**src/rtl/pc_sequencer.sv**
```systemverilog
// Multicycle PC fetch/redirect controller: FETCH -> ISSUE -> EXEC, one instruction
// in flight, sticky FAULT on fetch timeout or misaligned next PC.
module pc_sequencer #(
  parameter logic [31:0] RESET_VECTOR = 32'h0000_0000,
  parameter int unsigned TIMEOUT      = 8
) (
  input  logic        i_clk,
  input  logic        i_rst_n,
  input  logic        i_stall,
  output logic        o_imem_req,
  output logic [31:0] o_imem_addr,
  input  logic        i_imem_ack,
  input  logic [31:0] i_imem_rdata,
  output logic [31:0] o_instr,
  output logic        o_instr_valid,
  input  logic        i_instr_ready,
  input  logic        i_resolve,
  input  logic        i_branch_taken,
  input  logic [31:0] i_branch_offset,
  input  logic        i_jump_valid,
  input  logic [31:0] i_jump_target,
  output logic [31:0] o_pc,
  output logic [31:0] o_pc_plus4,
  output logic [31:0] o_retired,
  output logic        o_fault,
  output logic [1:0]  o_fault_code
);

  typedef enum logic [1:0] {S_FETCH, S_ISSUE, S_EXEC, S_FAULT} state_t;

  localparam logic [7:0] LP_LAST = 8'(TIMEOUT - 1);

  state_t      r_state, w_next_state;
  logic [31:0] r_pc, r_instr, r_retired;
  logic [7:0]  r_cnt;
  logic [1:0]  r_fault_code;

  logic [31:0] w_pc_plus4, w_next_pc;
  logic        w_ack, w_timeout, w_issue, w_resolve, w_misaligned;

  assign w_pc_plus4   = r_pc + 32'd4;
  assign w_next_pc    = i_jump_valid   ? i_jump_target :
                        i_branch_taken ? w_pc_plus4 + i_branch_offset : w_pc_plus4;
  assign w_ack        = (r_state == S_FETCH) && i_imem_ack;
  // An ack in the last allowed cycle takes priority over the timeout.
  assign w_timeout    = (r_state == S_FETCH) && !i_imem_ack && (r_cnt == LP_LAST);
  assign w_issue      = (r_state == S_ISSUE) && i_instr_ready && !i_stall;
  assign w_resolve    = (r_state == S_EXEC) && i_resolve && !i_stall;
  assign w_misaligned = |w_next_pc[1:0];

  always_comb begin
    w_next_state = r_state;
    case (r_state)
      S_FETCH: if (w_ack) w_next_state = S_ISSUE;
               else if (w_timeout) w_next_state = S_FAULT;
      S_ISSUE: if (w_issue) w_next_state = S_EXEC;
      S_EXEC:  if (w_resolve) w_next_state = w_misaligned ? S_FAULT : S_FETCH;
      default: w_next_state = S_FAULT;
    endcase
  end

  always_ff @(posedge i_clk or negedge i_rst_n) begin
    if (!i_rst_n) begin
      r_state      <= S_FETCH;
      r_pc         <= RESET_VECTOR;
      r_instr      <= '0;
      r_retired    <= '0;
      r_cnt        <= '0;
      r_fault_code <= 2'b00;
    end else begin
      r_state <= w_next_state;
      if (w_ack) r_instr <= i_imem_rdata;
      if (r_state == S_FETCH && !i_imem_ack) r_cnt <= r_cnt + 8'd1;
      else                                   r_cnt <= '0;
      // The faulting address is committed so it is observable on o_pc.
      if (w_resolve) begin
        r_pc      <= w_next_pc;
        r_retired <= r_retired + 32'd1;
        if (w_misaligned) r_fault_code <= 2'b10;
      end
      if (w_timeout) r_fault_code <= 2'b01;
    end
  end

  assign o_imem_req    = (r_state == S_FETCH);
  assign o_imem_addr   = r_pc;
  assign o_instr       = r_instr;
  assign o_instr_valid = (r_state == S_ISSUE);
  assign o_pc          = r_pc;
  assign o_pc_plus4    = w_pc_plus4;
  assign o_retired     = r_retired;
  assign o_fault       = (r_state == S_FAULT);
  assign o_fault_code  = r_fault_code;

endmodule

```
**config.mk**
```make
export PLATFORM = sky130hd
export DESIGN_NAME = pc_sequencer
export DESIGN_NICKNAME = d
export VERILOG_FILES = /design/src/rtl/pc_sequencer.sv
export SDC_FILE = /design/constraint.sdc
export NUM_CORES = 1
export LEC_CHECK = 0
export CORE_UTILIZATION = 42
export CTS_BUF_LIST = sky130_fd_sc_hd__clkbuf_4 sky130_fd_sc_hd__clkbuf_8
export DETAILED_ROUTE_END_ITERATION = 8
export GPL_TIMING_DRIVEN = 0
export HOLD_SLACK_MARGIN = 0.02
export PLACE_DENSITY = 0.8
export RECOVER_POWER = 100
export SETUP_SLACK_MARGIN = 0.02
export SLEW_MARGIN = 20
export SYNTH_ARGS = -nofsm -noshare
export SYNTH_HDL_FRONTEND = slang
export SYNTH_SLANG_ARGS = --single-unit
```
**constraint.sdc**
```tcl
create_clock -name i_clk -period 3.4 [get_ports i_clk]
set_input_delay 0.68 -clock i_clk [delete_from_list [all_inputs] [get_ports i_clk]]
set_output_delay 0.68 -clock i_clk [all_outputs]
set_load 0.005 [all_outputs]
```
==> results of run 1 <==
[area by class of cell]
type,instances,area [um^2]
buffer,59,360
clock buffer,10,131
clock inverter,6,97.6
fill,1385,5780
inverter,19,71.3
multi-input combinational,625,4750
sequential,108,2720
tap,225,282
timing repair buffer,315,3040
[placed cells by master (no fill, tap or decap), types with 11 or more instances in the layout]
master	count
o21ai_1	14
and3_1	16
dfrtp_2	11
mux2_2	32
dfrtp_1	97
nand2_1	83
nand3_1	36
nand4_1	13
a21o_1	22
dlygate4sd3_1	63
o21ai_0	36
xor2_1	29
xnor2_2	12
clkbuf_1	23
ha_1	29
inv_1	18
a21oi_1	39
o22ai_1	14
xnor2_1	37
buf_4	81
nor2_1	55
clkdlybuf4s50_1	196
[repair_timing]
item | CTS | global route
pin swaps | 27 | 18
endpoints found under the setup margin | 32 | 30
setup buffers | 36 | 11
resized for setup | 64 | 41
gates cloned | 0 | 0
[power groups by stage]
stage	Sequential (mW)	Clock, mW	Combinational, mW
floorplan	2.15	0	2.73
global placement	2.19	0	4.98
detailed placement	2.22	0	5.06
CTS	2.19	0.962	5.64
global route	2.25	1.00	6.29
finish	2.19	0.937	5.84
[routing by layer]
metal / up-vias / track usage [%] / share of wire (%)
li1: 3515 / - / -
met1: 3605 / 35.3 / 42
met2: 302 / 47.1 / 49
met3: 59 / 4.80 / 6.0
met4: 0 / 9.99 / 2.9
met5: - / 0 / 0
[worst max-delay path: cells and delay by family, from the launching register on]
kind | cells | cell delay, ps
simple gates | 3 | 600
fa+ha+maj | 2 | 390
flops | 1 | 420
xor+xnor | 1 | 220
compound gates | 8 | 1870
[sequential cells by signal (all words and copies together) (netlist names)]
| name | cells |
|---|---|
| r_cnt | 8 |
| r_state | 2 |
| o_fault_code | 2 |
| o_retired | 32 |
| o_imem_addr | 32 |
| o_instr | 32 |
[worst max-delay path by stage]
stage	to	from	slack, ps	cells after the start
CTS	o_imem_addr[29]$_DFFE_PN0P_	o_imem_addr[3]$_DFFE_PN0P_	-160	14
finish	o_imem_addr[29]$_DFFE_PN0P_	o_imem_addr[2]$_DFFE_PN0P_	-200	14
floorplan	o_imem_addr[29]$_DFFE_PN0P_	o_imem_addr[2]$_DFFE_PN0P_	-6	14
detailed placement	o_imem_addr[28]$_DFFE_PN0P_	o_imem_addr[4]$_DFFE_PN0P_	-510	13
global route	o_imem_addr[24]$_DFFE_PN0P_	o_imem_addr[3]$_DFFE_PN0P_	-340	17
global placement	o_imem_addr[3]$_DFFE_PN0P_	i_rst_n	-3190	1
[logic make-up after synthesis]
kind of cell    share of synthesized area (%)
mux                                      6.22
fa+ha+maj                                7.20
compound gates                           16.3
simple gates                             17.3
flops                                    36.5
buf+inv                                  6.02
xor+xnor                                 10.4
==> run summary, run 1 <==
Worst R2R End -> o_imem_addr[29]$_DFFE_PN0P_
vias in the first global route -> 7345
Max Fclk -> 0.278 GHz
Chip Height -> 135 um
Core Util, Final -> 66.4%
via count -> 7481
Cell Int Power -> 5.47 mW
CP required -> 3680 ps
top post-synthesis cells by count -> dfrtp_1, nand2_1, nor2_1
Hold Violations, Final -> 0
total global-route track usage -> 27.7%
Logic pwr share -> 65.1%
CP max stage delay -> 420 ps
Ports -> 269
synthesized net count -> 963
min-delay src -> r_cnt[0]$_DFF_PN0_
Worst setup SP type -> flop
nets@finish -> 1283
total global routing overflow -> 0
Final setup viols -> 15
worst slack, placed -> -509 ps
Slew Viols, Final -> 35
Pwr Density -> 783 mW/mm^2
dpl cell area -> 0.0104 mm^2
top_reg_cell synth -> dfrtp_1
CP endpoint kind -> flop
die width -> 135 um
Worst slew margin -> -36.4%
post-synth cell types -> 61
share of cells above drive strength 1 -> 19.4%
Detail Placement HPWL -> 18500 um
Hold Path End -> r_cnt[0]$_DFF_PN0_
Final Cycle Share -> 106%
clk root buf -> clkbuf_8
min cycle time layout -> 3600 ps
Seq pwr share -> 24.4%
RSZ-0062 raised after global routing -> yes
drt via density -> 5.47
YS warnings -> 0
Hold Path Stages -> 1
CP max-delay cell -> dfrtp_2
Placed Cells -> 1310
cell taking the most area after synthesis -> dfrtp_1
Crit path arrival time -> 3880 ps
top-count cell post-synth -> dfrtp_1
drt wl/cell -> 18.7 um
Seq cells post-synth -> 108
clk_skew -> 19.4 ps
Worst Tran Pin Value -> 2050 ps
failing checks -> DRC, capacitance limit, slew limit, setup timing
Core Area -> 0.0172 mm^2
outcome -> finished with violations
TNS Setup -> -1890 ps
initial DRC count -> 347
WL final -> 25600 um
TritonCTS buffer count -> 9
Critical Path, Cell by Cell -> ha_4 > and4_4 > nor2b_4 > nand3_2 > xnor2_2 > ha_4 > a21o_1 > a21o_1 > a221o_1 > a221o_1 > a31oi_4 > o211ai_2 > o311a_1 > o21a_1
asr flop ratio synth -> 100%
CP max FO -> 5
reg2reg setup slack -> -200 ps
hold_ws -> 459 ps
Initial Util -> 42.9%
Hold Crit Class -> reg2reg
Design Power -> 8.96 mW
Clock Tree Buf Depth -> 2
antenna diode instance count -> 0
Clock power frac -> 10.5%
FF-to-FF Start -> o_imem_addr[2]$_DFFE_PN0P_
initial antenna violation count -> 0
switching pwr -> 3.50 mW
fin worst setup slack -> -202 ps
Post-Syn Area -> 0.00740 mm^2
Max rail drop VDD -> 509 uV
1st-pass router iterations -> 7
Final Instance Count excl. Fillers -> 1367
CTS sink count -> 108
clock-pin slew on the worst setup and hold paths -> 120 ps
Crit Path Class -> reg2reg
worst-case reg-to-reg path depth -> 14
fin area -> 0.0115 mm^2
H-tree depth -> 3
DRC Markers -> 2
Final ANT Viol Nets -> 0
TritonCTS clock tree -> done
Sw Share -> 39.0%
sequential share of the synthesized area -> 36.5%
maxcap violations -> 1
cell leakage power -> 5.10 nW
Mapped Cells -> 817
count of flip-flops with a built-in enable after synthesis -> 0
synth top area cells -> dfrtp_1, ha_1, xnor2_1
input/output buffers -> 267
maximum number of pins on one net before global-route repair -> 76
routability cong. -> 0.946
# rows -> 48
Hold Buf Count CTS -> 0
top-area cell type share of the netlist area -> 36.5%
area grow syn2layout -> 54.7%
Die ar. -> 0.0182 mm^2
first-pass GRT wire length -> 38800 um
mean post-synth cell area -> 9.06 um^2
Clk Latency, worst-skew pair -> 400 ps
No activity file was read; power rests on OpenSTA's default activity.
==> run 2: changes to the inputs <==
--- a/config.mk
+++ b/config.mk
@@ -5,12 +5,14 @@
 export SDC_FILE = /design/constraint.sdc
 export NUM_CORES = 1
 export LEC_CHECK = 0
-export CORE_UTILIZATION = 42
+export CAP_MARGIN = 20
+export CORE_MARGIN = 2
+export CORE_UTILIZATION = 25
 export CTS_BUF_LIST = sky130_fd_sc_hd__clkbuf_4 sky130_fd_sc_hd__clkbuf_8
 export DETAILED_ROUTE_END_ITERATION = 8
 export GPL_TIMING_DRIVEN = 0
 export HOLD_SLACK_MARGIN = 0.02
-export PLACE_DENSITY = 0.8
+export PLACE_DENSITY = 0.53
 export RECOVER_POWER = 100
 export SETUP_SLACK_MARGIN = 0.02
 export SLEW_MARGIN = 20
==> run summary, run 2 (synthesis gave the netlist of run 1 again) <==
Crit path buffers/inverters -> 1 (+1)
drt via density -> 4.77 (-13%)
Seq pwr share -> 24.0% (-0.4 points)
CP max-delay cell -> dfrtp_2
CP required -> 3690 ps (about the same)
# rows -> 62 (+29%)
total global routing overflow -> 0 (unchanged)
Clock Tree Buf Depth -> 2 (unchanged)
Logic pwr share -> 66.9% (+1.8 points)
Sw Share -> 40.0% (+1.0 points)
Crit path arrival time -> 3880 ps (about the same)
hold_ws -> 457 ps (-2.32 ps)
TritonCTS clock tree -> done
Hold Violations, Final -> 0 (unchanged)
Worst Tran Pin Value -> 2720 ps (+673 ps)
initial antenna violation count -> 1 (+1)
CP max stage delay -> 430 ps (about the same)
WL final -> 29000 um (+13%)
Final Cycle Share -> 105% (-0.49 points)
CP endpoint kind -> flop
nets@finish -> 1296 (+1.0%)
Core Util, Final -> 41.4% (-25 points)
Crit path max-delay family -> compound AO/OA/AOI/OAI gates
first-pass GRT wire length -> 43900 um (+13%)
RSZ-0062 raised after global routing -> yes
TNS Setup -> -867 ps (+1020 ps)
clock-pin slew on the worst setup and hold paths -> 120 ps (about the same)
DRC Markers -> 0 (-2)
min cycle time layout -> 3590 ps (-16.8 ps)
Core Area -> 0.0289 mm^2 (+68%)
CP max FO -> 5 (unchanged)
most frequent cells in the layout -> clkdlybuf4s50_1, dfrtp_1, buf_4
H-tree depth -> 3 (unchanged)
Crit Path Class -> reg2reg
Pwr Density -> 759 mW/mm^2 (-3.0%)
area grow syn2layout -> 61.7%
die width -> 176 um (+31%)
switching pwr -> 3.64 mW (+4.0%)
cell leakage power -> 5.23 nW (+2.6%)
Design Power -> 9.08 mW (+1.3%)
clk root buf -> clkbuf_8
Ports -> 269 (unchanged)
Clock power frac -> 9.1% (-1.4 points)
Final setup viols -> 7 (-8)
number of fill cells in the layout -> 2909 (+110%)
Critical Path, Cell by Cell -> ha_4 > and4_4 > nor2b_4 > buf_12 > nand3_4 > xnor2_4 > ha_4 > a21o_1 > a21o_1 > a221o_1 > a221o_1 > a31oi_4 > o211ai_2 > o311a_1 > o21a_1
fin worst setup slack -> -185 ps (+16.8 ps)
outcome -> finished with violations
initial DRC count -> 426 (+23%)
Worst setup SP type -> flop
Cell Int Power -> 5.45 mW (-0.39%)
input/output buffers -> 267 (unchanged)
drt wl/cell -> 18.8 um (+0.54%)
CTS sink count -> 108 (unchanged)
Hold Crit Class -> reg2reg
total global-route track usage -> 18.3% (-9.4 points)
Worst slew margin -> -81.3% (-45 points)
via count -> 7349 (-1.8%)
Die ar. -> 0.0310 mm^2 (+71%)
maximum number of pins on one net before global-route repair -> 68 (-11%)
1st-pass router iterations -> 5 (-2)
Clk Latency, worst-skew pair -> 410 ps (about the same)
clk_skew -> 20.9 ps (+1.60 ps)
Initial Util -> 25.6% (-17 points)
Final ANT Viol Nets -> 0 (unchanged)
Max Fclk -> 0.279 GHz (+0.47%)
Max rail drop VDD -> 376 uV (-26%)
routability cong. -> 0.917 (-3.1%)
Hold Buf Count CTS -> 0 (unchanged)
vias in the first global route -> 7497 (+2.1%)
Slew Viols, Final -> 42 (+20%)
share of cells above drive strength 1 -> 22.1% (+2.7 points)
maxcap violations -> 1 (unchanged)
failing checks -> capacitance limit, slew limit, setup timing
Detail Placement HPWL -> 21400 um (+16%)
most common cell after layout, fill and taps aside -> clkdlybuf4s50_1
TritonCTS buffer count -> 9 (unchanged)
Chip Height -> 176 um (+31%)
## run 2: power by group through the flow
stage,clock network [mW],logic (mW),registers [mW]
floorplan,0,2.73,2.15
CTS,0.863,6.01,2.19
finish,0.828,6.07,2.18
global placement,0,5.13,2.21
global route,0.912,6.60,2.27
detailed placement,0,5.15,2.22
## run 2: timing repair
item	in CTS	in global routing
setup endpoints to repair	33	26
gates resized for setup	111	34
pin swaps	44	17
buffers inserted	52	9
## run 2: metal layers
layer	vias up	GRT usage, %	wire (um)
li1	3545	-	-
met1	3573	24.6	13200
met2	201	30.6	13800
met3	30	3.19	1360
met4	0	4.55	558
met5	-	0	0
## run 2: per-stage QoR
| step | instances | setup slack, ps | area (um^2) |
|---|---|---|---|
| floorplan | 817 | -5.76 | 7450 |
| global placement | 1468 | -3650 | 10600 |
| detailed placement | 1469 | -677 | 10600 |
| CTS | 1532 | -220 | 11800 |
| global route | 1539 | -304 | 12000 |
| finish | 1540 | -185 | 12000 |
## run 2: area by class of cell
type	count	area [um^2]	area share, %
multi-input combinational	625	4960	41.5
timing repair buffer	329	3190	26.6
sequential	108	2720	22.7
tap	384	480	4.01
buffer	58	360	3.01
clock buffer	10	131	1.10
inverter	19	71.3	0.596
clock inverter	6	53.8	0.450
antenna	1	2.50	0.0209
## run 2: path summary, 6_finish.rpt
kind                                            startpoint                     endpoint  slack [ps]  cells after the start
worst max-delay path            o_imem_addr[2]$_DFFE_PN0P_  o_imem_addr[29]$_DFFE_PN0P_        -190                     15
worst min-delay path                    r_cnt[0]$_DFF_PN0_           r_cnt[0]$_DFF_PN0_         460                      1
worst max register to register  o_imem_addr[2]$_DFFE_PN0P_  o_imem_addr[29]$_DFFE_PN0P_        -190                     15
worst min register to register          r_cnt[0]$_DFF_PN0_           r_cnt[0]$_DFF_PN0_         460                      1
max in group asynchronous                          i_rst_n  o_imem_addr[17]$_DFFE_PN0P_         540                      1
min in group asynchronous                          i_rst_n    o_retired[29]$_DFFE_PN0P_        1130                      1
==> run 3: changes to the inputs <==
--- a/config.mk
+++ b/config.mk
@@ -13,7 +13,7 @@
 export GPL_TIMING_DRIVEN = 0
 export HOLD_SLACK_MARGIN = 0.02
 export PLACE_DENSITY = 0.53
-export RECOVER_POWER = 100
+export RECOVER_POWER = 25
 export SETUP_SLACK_MARGIN = 0.02
 export SLEW_MARGIN = 20
 export SYNTH_ARGS = -nofsm -noshare
==> run summary, run 3 (synthesis gave the netlist of run 1 again) <==
Worst Tran Pin Value -> 2740 ps (+17.2 ps)
min cycle time layout -> 3590 ps (+4.61 ps)
Ports -> 269 (unchanged)
maxcap violations -> 1 (unchanged)
Slew Viols, Final -> 42 (unchanged)
Clk Latency, worst-skew pair -> 410 ps (about the same)
Clock Tree Buf Depth -> 2 (unchanged)
nets@finish -> 1296 (unchanged)
Cell Int Power -> 5.57 mW (+2.3%)
drt wl/cell -> 18.8 um (+0.15%)
register area -> 0.00272 mm^2 (about the same)
# rows -> 62 (unchanged)
DRC Markers -> 0 (unchanged)
Final ANT Viol Nets -> 0 (unchanged)
drt via density -> 4.77 (-0.11%)
share of cells above drive strength 1 -> 22.4% (+0.35 points)
Crit Path Class -> reg2reg
WL final -> 29000 um (+0.15%)
Pwr Density -> 769 mW/mm^2 (+1.3%)
most frequent cells in the layout -> clkdlybuf4s50_1, dfrtp_1, buf_4
hold_ws -> 457 ps (-0.401 ps)
Final Instance Count excl. Fillers -> 1540 (unchanged)
Max rail drop VDD -> 376 uV (about the same)
TritonCTS buffer count -> 9 (unchanged)
TritonCTS clock tree -> done
most common cell after layout, fill and taps aside -> clkdlybuf4s50_1
input/output buffers -> 267 (unchanged)
routability cong. -> 0.917 (unchanged)
Hold Violations, Final -> 0 (unchanged)
Chip Height -> 176 um (unchanged)
CP required -> 3690 ps (about the same)
dpl cell area -> 0.0106 mm^2 (unchanged)
Seq pwr share -> 23.9% (about the same)
clk_skew -> 19.2 ps (-1.78 ps)
Worst slew margin -> -82.4% (-1.1 points)
Max Fclk -> 0.279 GHz (-0.13%)
fin worst setup slack -> -190 ps (-4.61 ps)
total global routing overflow -> 0 (unchanged)
initial DRC count -> 445 (+4.5%)
number of fill cells in the layout -> 2910 (+0.034%)
vias in the first global route -> 7497 (unchanged)
Hold Crit Class -> reg2reg
H-tree depth -> 3 (unchanged)
Crit path arrival time -> 3880 ps (about the same)
area grow syn2layout -> 61.8%
switching pwr -> 3.65 mW (+0.25%)
fin area -> 0.0120 mm^2 (+0.10%)
Final setup viols -> 7 (unchanged)
1st-pass router iterations -> 5 (unchanged)
Worst setup SP type -> flop
Placed Cells -> 1469 (unchanged)
cell leakage power -> 5.12 nW (-2.1%)
CP max FO -> 5 (unchanged)
failing checks -> capacitance limit, slew limit, setup timing
Die ar. -> 0.0310 mm^2 (unchanged)
RSZ-0062 raised after global routing -> yes
worst slack, placed -> -677 ps (unchanged)
Final Cycle Share -> 106% (+0.14 points)
Detail Placement HPWL -> 21400 um (unchanged)
via count -> 7341 (-0.11%)
Sw Share -> 39.6% (-0.47 points)
Core Area -> 0.0289 mm^2 (unchanged)
Initial Util -> 25.6% (unchanged)
clk root buf -> clkbuf_8
die width -> 176 um (unchanged)
maximum number of pins on one net before global-route repair -> 68 (unchanged)
multi-input logic area -> 0.00496 mm^2 (unchanged)
total global-route track usage -> 18.3% (unchanged)
clock-pin slew on the worst setup and hold paths -> 120 ps (about the same)
initial antenna violation count -> 1 (unchanged)
Logic pwr share -> 67.2% (+0.3 points)
first-pass GRT wire length -> 43900 um (unchanged)
CP endpoint kind -> flop
CTS sink count -> 108 (unchanged)
outcome -> finished with violations
Hold Buf Count CTS -> 0 (unchanged)
Clock power frac -> 9.0% (about the same)
==> run 3: cell types whose count changed in the layout (fill, tap and decap cells not counted), sizes merged <==
cell / delta
buf: +5
clkbuf: -5
dlygate4sd3: -77
clkdlybuf4s50: +77
==> run 3: worst max-delay path, cell delays in order (launching register included) <==
cell	delay, ps
dfrtp_2	430
ha_4	150
and4_4	240
nor2b_4	160
buf_12	140
nand3_4	100
xnor2_4	220
ha_4	220
a21o_1	160
a21o_1	150
a221o_1	350
a221o_1	340
a31oi_4	210
o211ai_2	110
o311a_1	330
o21a_1	170
==> run 3: power groups by stage <==
stage               clock, mW  combinational [mW]  sequential (mW)
floorplan                   0                2.73             2.15
global placement            0                5.13             2.21
detailed placement          0                5.15             2.22
CTS                     0.863                6.01             2.19
global route            0.912                6.72             2.28
finish                  0.825                6.19             2.20
==> run 3: final cells by class <==
type / count / area share, %
Timing Repair Buffer: 329 / 26.7
Antenna cell: 1 / 0.0209
Sequential cell: 108 / 22.7
Inverter: 19 / 0.595
Buffer: 58 / 3.01
Multi-Input combinational cell: 625 / 41.4
Clock inverter: 6 / 0.449
Tap cell: 384 / 4.01
Clock buffer: 10 / 1.10
==> run 3: final timing paths <==
kind	startpoint	endpoint	slack, ps	cells after the start
min reg2reg	r_cnt[0]$_DFF_PN0_	r_cnt[0]$_DFF_PN0_	460	1
min in group asynchronous	i_rst_n	o_retired[29]$_DFFE_PN0P_	1130	1
max in group asynchronous	i_rst_n	o_imem_addr[9]$_DFFE_PN0P_	520	1
max reg2reg	o_imem_addr[2]$_DFFE_PN0P_	o_imem_addr[29]$_DFFE_PN0P_	-190	15
min	r_cnt[0]$_DFF_PN0_	r_cnt[0]$_DFF_PN0_	460	1
max	o_imem_addr[2]$_DFFE_PN0P_	o_imem_addr[29]$_DFFE_PN0P_	-190	15
==> run 3: through the flow <==
stage	utilization (%)	total power, mW	setup TNS, ps
floorplan	-	4.88	-5.76
global route	41.4	9.91	-2420
global placement	36.7	7.34	-350350
detailed placement	36.8	7.37	-7000
CTS	40.7	9.06	-785
finish	41.4	9.21	-875
==> run 3: routing by layer <==
layer	track usage, %	share of wire, %	vias to the layer above
met5	0	0	-
li1	-	-	3534
met4	4.55	1.9	0
met1	24.6	46	3575
met2	30.6	48	202
met3	3.19	4.8	30
==> run 3: repair_timing <==
action / in CTS / in global routing
hold endpoints to repair: 0 / 0
pin swaps: 44 / 17
buffers inserted: 52 / 9
endpoints found under the setup margin: 33 / 26
resized for setup: 111 / 34
